==> config.mk <==
export PLATFORM = sky130hd
export DESIGN_NAME = multicycle_control_unit
export DESIGN_NICKNAME = d
export VERILOG_FILES = /design/src/rtl/ctrl_pkg.sv /design/src/rtl/ctrl_decode.sv /design/src/rtl/multicycle_control_unit.sv
export SDC_FILE = /design/constraint.sdc
export NUM_CORES = 1
export LEC_CHECK = 0
export BUFFER_PORTS_ARGS = -buffer_cell sky130_fd_sc_hd__buf_4
export CORE_ASPECT_RATIO = 2
export CORE_MARGIN = 5
export CORE_UTILIZATION = 45
export DETAILED_ROUTE_END_ITERATION = 8
export PLACE_DENSITY = 0.7
export SETUP_SLACK_MARGIN = 0.02
export SYNTH_ARGS = -nofsm -noshare
export SYNTH_HDL_FRONTEND = slang
export SYNTH_SLANG_ARGS = --single-unit
==> constraint.sdc <==
create_clock -name clk -period 4.2 [get_ports clk]
set_input_delay 0.21 -clock clk [delete_from_list [all_inputs] [get_ports clk]]
set_output_delay 0.21 -clock clk [all_outputs]
set_load 0.01 [all_outputs]
==> src/rtl/ctrl_pkg.sv <==
// Shared types and encodings for the multi-cycle control sequencer:
// FSM states, RV32 opcode/funct fields, ALU and immediate codes, control bundle.
package ctrl_pkg;

    typedef enum logic [2:0] {
        ST_FETCH  = 3'd0,
        ST_DECODE = 3'd1,
        ST_EXEC   = 3'd2,
        ST_MEM    = 3'd3,
        ST_WB     = 3'd4,
        ST_HALT   = 3'd5
    } state_t;

    typedef enum logic [1:0] {
        CLS_ALU    = 2'd0,
        CLS_LOAD   = 2'd1,
        CLS_STORE  = 2'd2,
        CLS_BRANCH = 2'd3
    } instr_class_t;

    typedef enum logic [1:0] {
        BR_EQ = 2'd0,
        BR_NE = 2'd1,
        BR_LT = 2'd2,
        BR_GE = 2'd3
    } branch_cond_t;

    localparam logic [6:0] OPC_RTYPE  = 7'b0110011;
    localparam logic [6:0] OPC_IALU   = 7'b0010011;
    localparam logic [6:0] OPC_LOAD   = 7'b0000011;
    localparam logic [6:0] OPC_STORE  = 7'b0100011;
    localparam logic [6:0] OPC_BRANCH = 7'b1100011;

    localparam logic [2:0] F3_ADD = 3'b000;
    localparam logic [2:0] F3_SLL = 3'b001;
    localparam logic [2:0] F3_XOR = 3'b100;
    localparam logic [2:0] F3_SRL = 3'b101;
    localparam logic [2:0] F3_OR  = 3'b110;
    localparam logic [2:0] F3_AND = 3'b111;
    localparam logic [2:0] F3_LSW = 3'b010;
    localparam logic [2:0] F3_BEQ = 3'b000;
    localparam logic [2:0] F3_BNE = 3'b001;
    localparam logic [2:0] F3_BLT = 3'b100;
    localparam logic [2:0] F3_BGE = 3'b101;

    localparam logic [6:0] F7_BASE = 7'b0000000;
    localparam logic [6:0] F7_ALT  = 7'b0100000;

    localparam logic [3:0] ALU_ADD = 4'b0000;
    localparam logic [3:0] ALU_XOR = 4'b0001;
    localparam logic [3:0] ALU_AND = 4'b0010;
    localparam logic [3:0] ALU_OR  = 4'b0011;
    localparam logic [3:0] ALU_NOR = 4'b0100;
    localparam logic [3:0] ALU_SLL = 4'b0101;
    localparam logic [3:0] ALU_SRL = 4'b0110;
    localparam logic [3:0] ALU_SUB = 4'b0111;

    localparam logic [1:0] IMM_I = 2'b00;
    localparam logic [1:0] IMM_S = 2'b01;
    localparam logic [1:0] IMM_B = 2'b10;

    localparam int STAT_Z = 0;
    localparam int STAT_N = 1;
    localparam int STAT_C = 2;
    localparam int STAT_V = 3;
    localparam int STAT_R = 4;

    typedef struct packed {
        instr_class_t cls;
        logic [3:0]   aluop;
        logic         alusrc;
        logic [1:0]   immgen;
        branch_cond_t br;
    } ctrl_bundle_t;

    // Signed compare uses N^V so it stays correct when the SUB overflows.
    function automatic logic branch_taken(input branch_cond_t br, input logic z,
                                          input logic n, input logic v);
        logic lt;
        lt = n ^ v;
        case (br)
            BR_EQ:   return z;
            BR_NE:   return !z;
            BR_LT:   return lt;
            default: return !lt;
        endcase
    endfunction

endpackage

==> src/rtl/ctrl_decode.sv <==
// Combinational instruction decoder: IR fields to a control bundle plus an
// illegal flag for anything outside the supported RV32 subset.
module ctrl_decode
    import ctrl_pkg::*;
(
    input  logic [31:0]  ir,
    output ctrl_bundle_t bundle,
    output logic         illegal
);

    logic [6:0] opcode;
    logic [2:0] funct3;
    logic [6:0] funct7;
    logic [6:0] funct7_imm;
    logic [4:0] alu_r;
    logic [4:0] alu_i;
    logic       unused_fields;

    assign opcode = ir[6:0];
    assign funct3 = ir[14:12];
    assign funct7 = ir[31:25];
    assign unused_fields = ^{ir[24:15], ir[11:7]};

    // Returns {legal, aluop} for one funct3/funct7 pair.
    function automatic logic [4:0] alu_map(input logic [2:0] f3, input logic [6:0] f7);
        logic       base;
        logic       alt;
        logic [4:0] res;
        base = (f7 == F7_BASE);
        alt  = (f7 == F7_ALT);
        res  = {1'b0, ALU_ADD};
        case (f3)
            F3_ADD: begin
                if (base)     res = {1'b1, ALU_ADD};
                else if (alt) res = {1'b1, ALU_SUB};
            end
            F3_OR: begin
                if (base)     res = {1'b1, ALU_OR};
                else if (alt) res = {1'b1, ALU_NOR};
            end
            F3_XOR:  res = {base, ALU_XOR};
            F3_AND:  res = {base, ALU_AND};
            F3_SLL:  res = {base, ALU_SLL};
            F3_SRL:  res = {base, ALU_SRL};
            default: res = {1'b0, ALU_ADD};
        endcase
        return res;
    endfunction

    // Immediate forms carry immediate bits in funct7; only shifts interpret them.
    assign funct7_imm = (funct3 == F3_SLL || funct3 == F3_SRL) ? funct7 : F7_BASE;
    assign alu_r = alu_map(funct3, funct7);
    assign alu_i = alu_map(funct3, funct7_imm);

    always_comb begin
        bundle  = '{cls: CLS_ALU, aluop: ALU_ADD, alusrc: 1'b0, immgen: IMM_I, br: BR_EQ};
        illegal = 1'b0;
        case (opcode)
            OPC_RTYPE: begin
                bundle.aluop = alu_r[3:0];
                illegal      = !alu_r[4];
            end
            OPC_IALU: begin
                bundle.aluop  = alu_i[3:0];
                bundle.alusrc = 1'b1;
                illegal       = !alu_i[4];
            end
            OPC_LOAD: begin
                bundle.cls    = CLS_LOAD;
                bundle.alusrc = 1'b1;
                illegal       = (funct3 != F3_LSW);
            end
            OPC_STORE: begin
                bundle.cls    = CLS_STORE;
                bundle.alusrc = 1'b1;
                bundle.immgen = IMM_S;
                illegal       = (funct3 != F3_LSW);
            end
            OPC_BRANCH: begin
                bundle.cls    = CLS_BRANCH;
                bundle.aluop  = ALU_SUB;
                bundle.immgen = IMM_B;
                case (funct3)
                    F3_BEQ:  bundle.br = BR_EQ;
                    F3_BNE:  bundle.br = BR_NE;
                    F3_BLT:  bundle.br = BR_LT;
                    F3_BGE:  bundle.br = BR_GE;
                    default: illegal = 1'b1;
                endcase
            end
            default: illegal = 1'b1;
        endcase
    end

endmodule

==> src/rtl/multicycle_control_unit.sv <==
// Multi-cycle control sequencer for the datapath: FETCH/DECODE/EXEC/MEM/WB FSM,
// registered control bundle, sticky halt and retired-instruction counter.
module multicycle_control_unit
    import ctrl_pkg::*;
#(
    parameter int CNT_W = 32
) (
    input  logic             clk,
    input  logic             rst,
    input  logic [31:0]      instr,
    input  logic [4:0]       status,
    output logic             ir_en,
    output logic             pc_en,
    output logic             pcsrc,
    output logic             alusrc,
    output logic [3:0]       aluop,
    output logic             memrw,
    output logic             wb,
    output logic             regrw,
    output logic [1:0]       immgen_ctrl,
    output logic             halted,
    output logic [CNT_W-1:0] retired
);

    state_t           state_reg;
    state_t           state_next;
    logic [31:0]      ir_reg;
    ctrl_bundle_t     bundle_reg;
    ctrl_bundle_t     dec_bundle;
    logic             dec_illegal;
    logic [CNT_W-1:0] retired_reg;
    logic             taken;
    logic             pc_en_moore;
    logic             memrw_moore;
    logic             regrw_moore;
    logic             unused_status;

    assign unused_status = status[STAT_C] ^ status[STAT_R];

    ctrl_decode u_decode (
        .ir      (ir_reg),
        .bundle  (dec_bundle),
        .illegal (dec_illegal)
    );

    always_ff @(posedge clk) begin
        if (rst) begin
            state_reg   <= ST_FETCH;
            ir_reg      <= '0;
            bundle_reg  <= '0;
            retired_reg <= '0;
        end else begin
            state_reg <= state_next;
            if (state_reg == ST_FETCH) begin
                ir_reg <= instr;
            end
            if (state_reg == ST_DECODE) begin
                bundle_reg <= dec_bundle;
            end
            if (pc_en) begin
                retired_reg <= retired_reg + {{(CNT_W-1){1'b0}}, 1'b1};
            end
        end
    end

    always_comb begin
        state_next = state_reg;
        case (state_reg)
            ST_FETCH:  state_next = ST_DECODE;
            ST_DECODE: state_next = dec_illegal ? ST_HALT : ST_EXEC;
            ST_EXEC: begin
                case (bundle_reg.cls)
                    CLS_BRANCH: state_next = ST_FETCH;
                    CLS_ALU:    state_next = ST_WB;
                    default:    state_next = ST_MEM;
                endcase
            end
            ST_MEM:    state_next = (bundle_reg.cls == CLS_LOAD) ? ST_WB : ST_FETCH;
            ST_WB:     state_next = ST_FETCH;
            ST_HALT:   state_next = ST_HALT;
            default:   state_next = ST_FETCH;
        endcase
    end

    assign taken = branch_taken(bundle_reg.br, status[STAT_Z], status[STAT_N], status[STAT_V]);

    always_comb begin
        ir_en       = 1'b0;
        pc_en_moore = 1'b0;
        pcsrc       = 1'b0;
        alusrc      = 1'b0;
        aluop       = ALU_ADD;
        memrw_moore = 1'b0;
        wb          = 1'b0;
        regrw_moore = 1'b0;
        immgen_ctrl = IMM_I;
        case (state_reg)
            ST_FETCH: ir_en = 1'b1;
            ST_EXEC: begin
                aluop       = bundle_reg.aluop;
                alusrc      = bundle_reg.alusrc;
                immgen_ctrl = bundle_reg.immgen;
                if (bundle_reg.cls == CLS_BRANCH) begin
                    pcsrc       = taken;
                    pc_en_moore = 1'b1;
                end
            end
            ST_MEM: begin
                aluop       = bundle_reg.aluop;
                alusrc      = bundle_reg.alusrc;
                immgen_ctrl = bundle_reg.immgen;
                if (bundle_reg.cls == CLS_STORE) begin
                    memrw_moore = 1'b1;
                    pc_en_moore = 1'b1;
                end
            end
            ST_WB: begin
                aluop       = bundle_reg.aluop;
                alusrc      = bundle_reg.alusrc;
                immgen_ctrl = bundle_reg.immgen;
                regrw_moore = 1'b1;
                pc_en_moore = 1'b1;
                wb          = (bundle_reg.cls == CLS_LOAD);
            end
            default: ;
        endcase
    end

    // Commit strobes are suppressed while rst is high so an aborted
    // instruction never writes state or counts as retired.
    assign pc_en   = pc_en_moore & ~rst;
    assign memrw   = memrw_moore & ~rst;
    assign regrw   = regrw_moore & ~rst;
    assign halted  = (state_reg == ST_HALT);
    assign retired = retired_reg;

endmodule

**Yosys cells after proc, flatten, opt, wreduce, memory -nomap -nowiden**

Index checks and enable logic that the tools add are counted.

- Add/sub/neg operators: 1
- Equality and inequality tests: 23
- Multiplexer cells: 36
- Bitwise logic cells: 5
- Reductions and logical operators: 15

Operators by type and width:

| cell | count |
|---|---|
| $pmux 5 s6 | 2 |
| $mux 5 | 8 |
| $add 32x1->32 const B | 1 |
| $eq 7x6->1 const B | 4 |
| $eq 3x3->1 const B | 6 |
| $pmux 3 s5 | 1 |
| $logic_not 7->1 | 2 |
| $pmux 2 s3 | 2 |
| $pmux 4 s3 | 1 |
| $mux 1 | 11 |
| $eq 7x2->1 const B | 1 |
| $eq 7x5->1 const B | 1 |
| $eq 7x7->1 const B | 1 |
| $mux 7 | 1 |
| $eq 2x2->1 const B | 3 |
| $eq 3x1->1 const B | 2 |
| $eq 3x2->1 const B | 2 |
| $logic_not 3->1 | 2 |
| $mux 3 | 2 |
| $pmux 1 s3 | 2 |
| $pmux 3 s2 | 1 |
| $reduce_or 3->1 | 2 |
| $eq 2x1->1 const B | 2 |
| $logic_not 1->1 | 4 |
| other kinds (12) | 16 |

- Register bits: 78
- Bits of input ports: 39
- Output and inout port bits: 46
- Word-level logic and storage cells: 88

**Logic depth before layout (Yosys ltp)**

- Word-level depth: 11
- Depth in mapped cells: 9
- Gate-level depth less buffers: 8

**Modules after synthesis**

From an unflattened synthesis, not the netlist that was laid out.

- Cell total of the unflattened synthesis: 451
- Area, all modules: 3,654.8 µm²

Modules (own cells, without submodules):

| module | times used | cells an instance | area each (µm²) | sequential area each (µm²) |
|---|---|---|---|---|
| multicycle_control_unit | 1 | 402 | 3,324.4 | 1,561.5 |
| ctrl_decode | 1 | 49 | 330.3 | 0.0 |

**Worst setup path before layout**

OpenSTA, ideal clock, no wires.

- Path kind: register to register
- From: reg bundle_reg[9] (netlist bit)
- To: reg retired_reg[26], in the netlist retired[26]
- Setup time: 70 ps
- Arrival: 1,744 ps
- Slack: 2,385 ps
- Cell stages (with the launch flop): 10
- Buffers on the path: 1
- Period minus slack after synthesis: 1,815 ps
- Cell sequence: dfxtp_1 inv_1 ha_1 mux2_1 a21oi_2 inv_2 and3_1 clkbuf_1 a41o_1 a21oi_1

- Word-level cells in the longest chain between the ends: 4
- Elaborated cells on any way between the ends: 6
- Those cells by class: eq/ne (2); mux (3); bitwise (1)

Ends and longest elaborated chain:

| what | RTL line | text |
|---|---|---|
| start: declaration | multicycle_control_unit.sv:28 | `ctrl_bundle_t bundle_reg;` |
| start signal: assignment | multicycle_control_unit.sv:58 | `bundle_reg <= dec_bundle;` |
| $eq 2x2->1, on equally long branches | multicycle_control_unit.sv:112, multicycle_control_unit.sv:103 |  |
| $mux 1, on equally long branches | multicycle_control_unit.sv:112, multicycle_control_unit.sv:103 |  |
| $pmux 1 s3 (*) | multicycle_control_unit.sv:97 | `case (state_reg)` |
| $and 1x1->1 (*) | multicycle_control_unit.sv:131 | `assign pc_en = pc_en_moore & ~rst;` |
| end signal: assignment | multicycle_control_unit.sv:61 | `retired_reg <= retired_reg + {{(CNT_W-1){1'b0}}, 1'b1};` |
| end: declaration | multicycle_control_unit.sv:31 | `logic [CNT_W-1:0] retired_reg;` |

Every way passes the cells marked *; elsewhere a longest branch is shown, timed or not.
A chain may end at the register's enable or synchronous reset.

**Worst setup path after layout**

- From: reg state_reg[2]
- To: out ir_en

- Word-level cells in the longest chain between the ends: 2

Ends and longest elaborated chain:

| what | RTL line | text |
|---|---|---|
| start: declaration | multicycle_control_unit.sv:25 | `state_t state_reg;` |
| start signal: assignment | multicycle_control_unit.sv:53 | `state_reg <= state_next;` |
| $logic_not 3->1 | multicycle_control_unit.sv:97 |  |
| $mux 1 | multicycle_control_unit.sv:97 |  |
| end: declaration | multicycle_control_unit.sv:12 | `output logic ir_en,` |

No other way between the ends.

==> flow_summary.toml <==
[outcome]
status = "finished, final reports clean"

[clock_tree]
cts.sinks = 62
cts.hold.buffers_added = 0
cts_buffer_depth = 2
insertion_delay_ns = 0.33
clk_pin_slew_ns = 0.05
post_cts_buffers = 0
htreeDepth = 3
cts_tree = "done"
cts_made_buffers = 9
cts_resized = 0
cts_root_buf = "clkbuf_16"

[route]
drt_iter0_markers = 134
detail_route.vias_per_cell = 5.45
avgRoutedWirePerCell_um = 14.8
ant_nets = 0
drt_wl_total_um = 7950
drtPass1Iterations = 4
dr_total_vias = 2922
drcViolationCount = 0

[timing]
fin_worst_skew_ns = 0.00834
grt_setup_unrepaired = "false"
hold_viol = 0
post-route-min-period_ns = 2.54
fmax_mhz = 393
worst_pin_slew_ns = 0.674
period_share_pct = 60.6
setup_viol = 0
slew_viol_final = 0
relSlewSlack_pct = 55.1
tns_ns = 0

[worst_setup_path]
crit_chain = "or3_1, clkinv_1, buf_4"
crit_required_ns = 3.99
cpLargestDelayFamily = "buffers and inverters"
cp.depth = 3
cp-start-kind = "register"
crit_slowest_cell = "or3_1"
arrival_ns = 2.33
critPathMaxFanout = 18
crit_type = "register to primary output"
critPathCaptureType = "primary output"
max_stage_delay_ns = 0.59
ff2ff_path_depth = 8
critPathBufInv = 2

[grt]
grt_pass1_vias = 2902
grt_max_degree = 64
grt.total_usage_pct = 18.5
grt_pass1_wl_um = 13300
overflow = 0
antenna_found_initial = 0

[floorplan]
die_w_um = 69.1
ioPinCount = 85
num_rows = 43
start_util_pct = 45.6
die_h_um = 128
die_area_um2 = 8840
core_um2 = 6890

[placement]
hpwlAfterDp_um = 5890
gp_congestion = 0.920
dpl_cell_area_um2 = 3650
numPortBuffers = 66

[synth]
synthCells = 386
synth_top_cell_area_share_pct = 39.6
ys.flop_type = "dfxtp_1"
ys_warn_count = 0
synth-seq-area-share_pct = 39.6
async_flop_share_pct = 0
synth-seq-cells = 62
yosysTopAreaCell = "dfxtp_1"
synth_cell_types = 61
synth_edf_count = 0
syn-cell-area_um2 = 3140
syn_area_per_cell_um2 = 8.13
synth.area.top_cells = "dfxtp_1, a21oi_1, nand2_1"
synthesis.nets = 430

[hold_path]
whs_path_depth = 3
hold_path_class = "input port to register"

[final_layout]
largest_reg_flops = 32
design_area_um2 = 3980
antenna_cells = 0
syn2layout_area_growth_pct = 26.9
final_nets = 485
layout-drive-gt1-share_pct = 21.7
final_common_cell = "buf_4"
final_cell_mix = "buf_4, dfxtp_1, nand2_1, a21oi_1, nor2_1"

[pwr]
p_per_area_nw_per_um2 = 386
peakVddDrop_uv = 273
total_leakage_power_uw = 0.00157

[run]
cap_violations = 0
==> worst min-delay path, stage by stage <==
cell and delay [ns]:
buf_4 0.11, nand2_1 0.04, a21oi_1 0.05
==> path summary, 6_finish.rpt <==
check           startpoint          end  slack (ns)
min reg2reg     ir_reg[29]   ir_reg[29]        0.45
max           state_reg[2]        ir_en        1.66
max reg2reg  bundle_reg[9]  retired[28]        1.69
min               instr[4]    ir_reg[4]        0.13
==> stage by stage <==
stage / util (%) / std cells / total power [uW] / setup WS, ns / hold slack [ns]
after floorplan: - / 386 / 694 / 2.39 / 0.346
after global placement: 52.9 / 520 / 727 / 1.76 / 0.444
after detailed placement: 52.9 / 520 / 729 / 1.69 / 0.449
after CTS: 57.8 / 536 / 1550 / 1.67 / 0.129
after global routing: 57.8 / 536 / 1590 / 1.53 / 0.140
final: 57.8 / 536 / 1540 / 1.66 / 0.130
==> cell type report <==
class	count	area (um2)
Timing Repair Buffer	66	495
Fill cell	701	2910
Inverter	11	41.3
Sequential cell	62	1240
Multi-Input combinational cell	291	1760
Clock inverter	3	65.1
Clock buffer	13	270
Tap cell	90	113
==> Yosys cell counts (4+ instances only) <==
cell type and count:
nor2b_1 15, and3_1 8, dfxtp_1 62, or3_1 13, nand2_1 55, ha_1 5, a21oi_1 44, o21ai_0 14
nand3_1 15, xor2_1 8, xnor2_1 8, nor3_1 7, nand4_1 10, inv_1 9, o21a_1 4, nand4b_1 4
clkbuf_1 15, nor2_1 29, buf_2 5
==> kinds of logic (layout without fill, tap and decap cells) <==
group / after synthesis / count (layout) / share of synthesized area (%)
fa+ha+maj: 5 / 5 / 1.99
xor+xnor: 16 / 16 / 4.47
simple gates: 183 / 183 / 32.6
mux: 3 / 3 / 1.04
buf+inv: 33 / 93 / 4.51
other cells: 1 / 1 / 0.120
flops: 62 / 62 / 39.6
compound gates: 83 / 83 / 15.7
==> layer usage <==
layer	vias up	wire [um]	global-route usage [%]
li1	1469	-	-
met1	1374	2910	18.1
met5	-	0	0
met2	65	4540	35.4
met3	14	318	4.79
met4	0	181	8.40
==> power breakdown <==
part           switching (uW)  internal, uW  total (uW)
clock                     253           567         820
sequential               17.6           603         620
combinational            56.0          40.5        96.5
total                     327          1210        1540
Power figures use the tool's default switching activity.
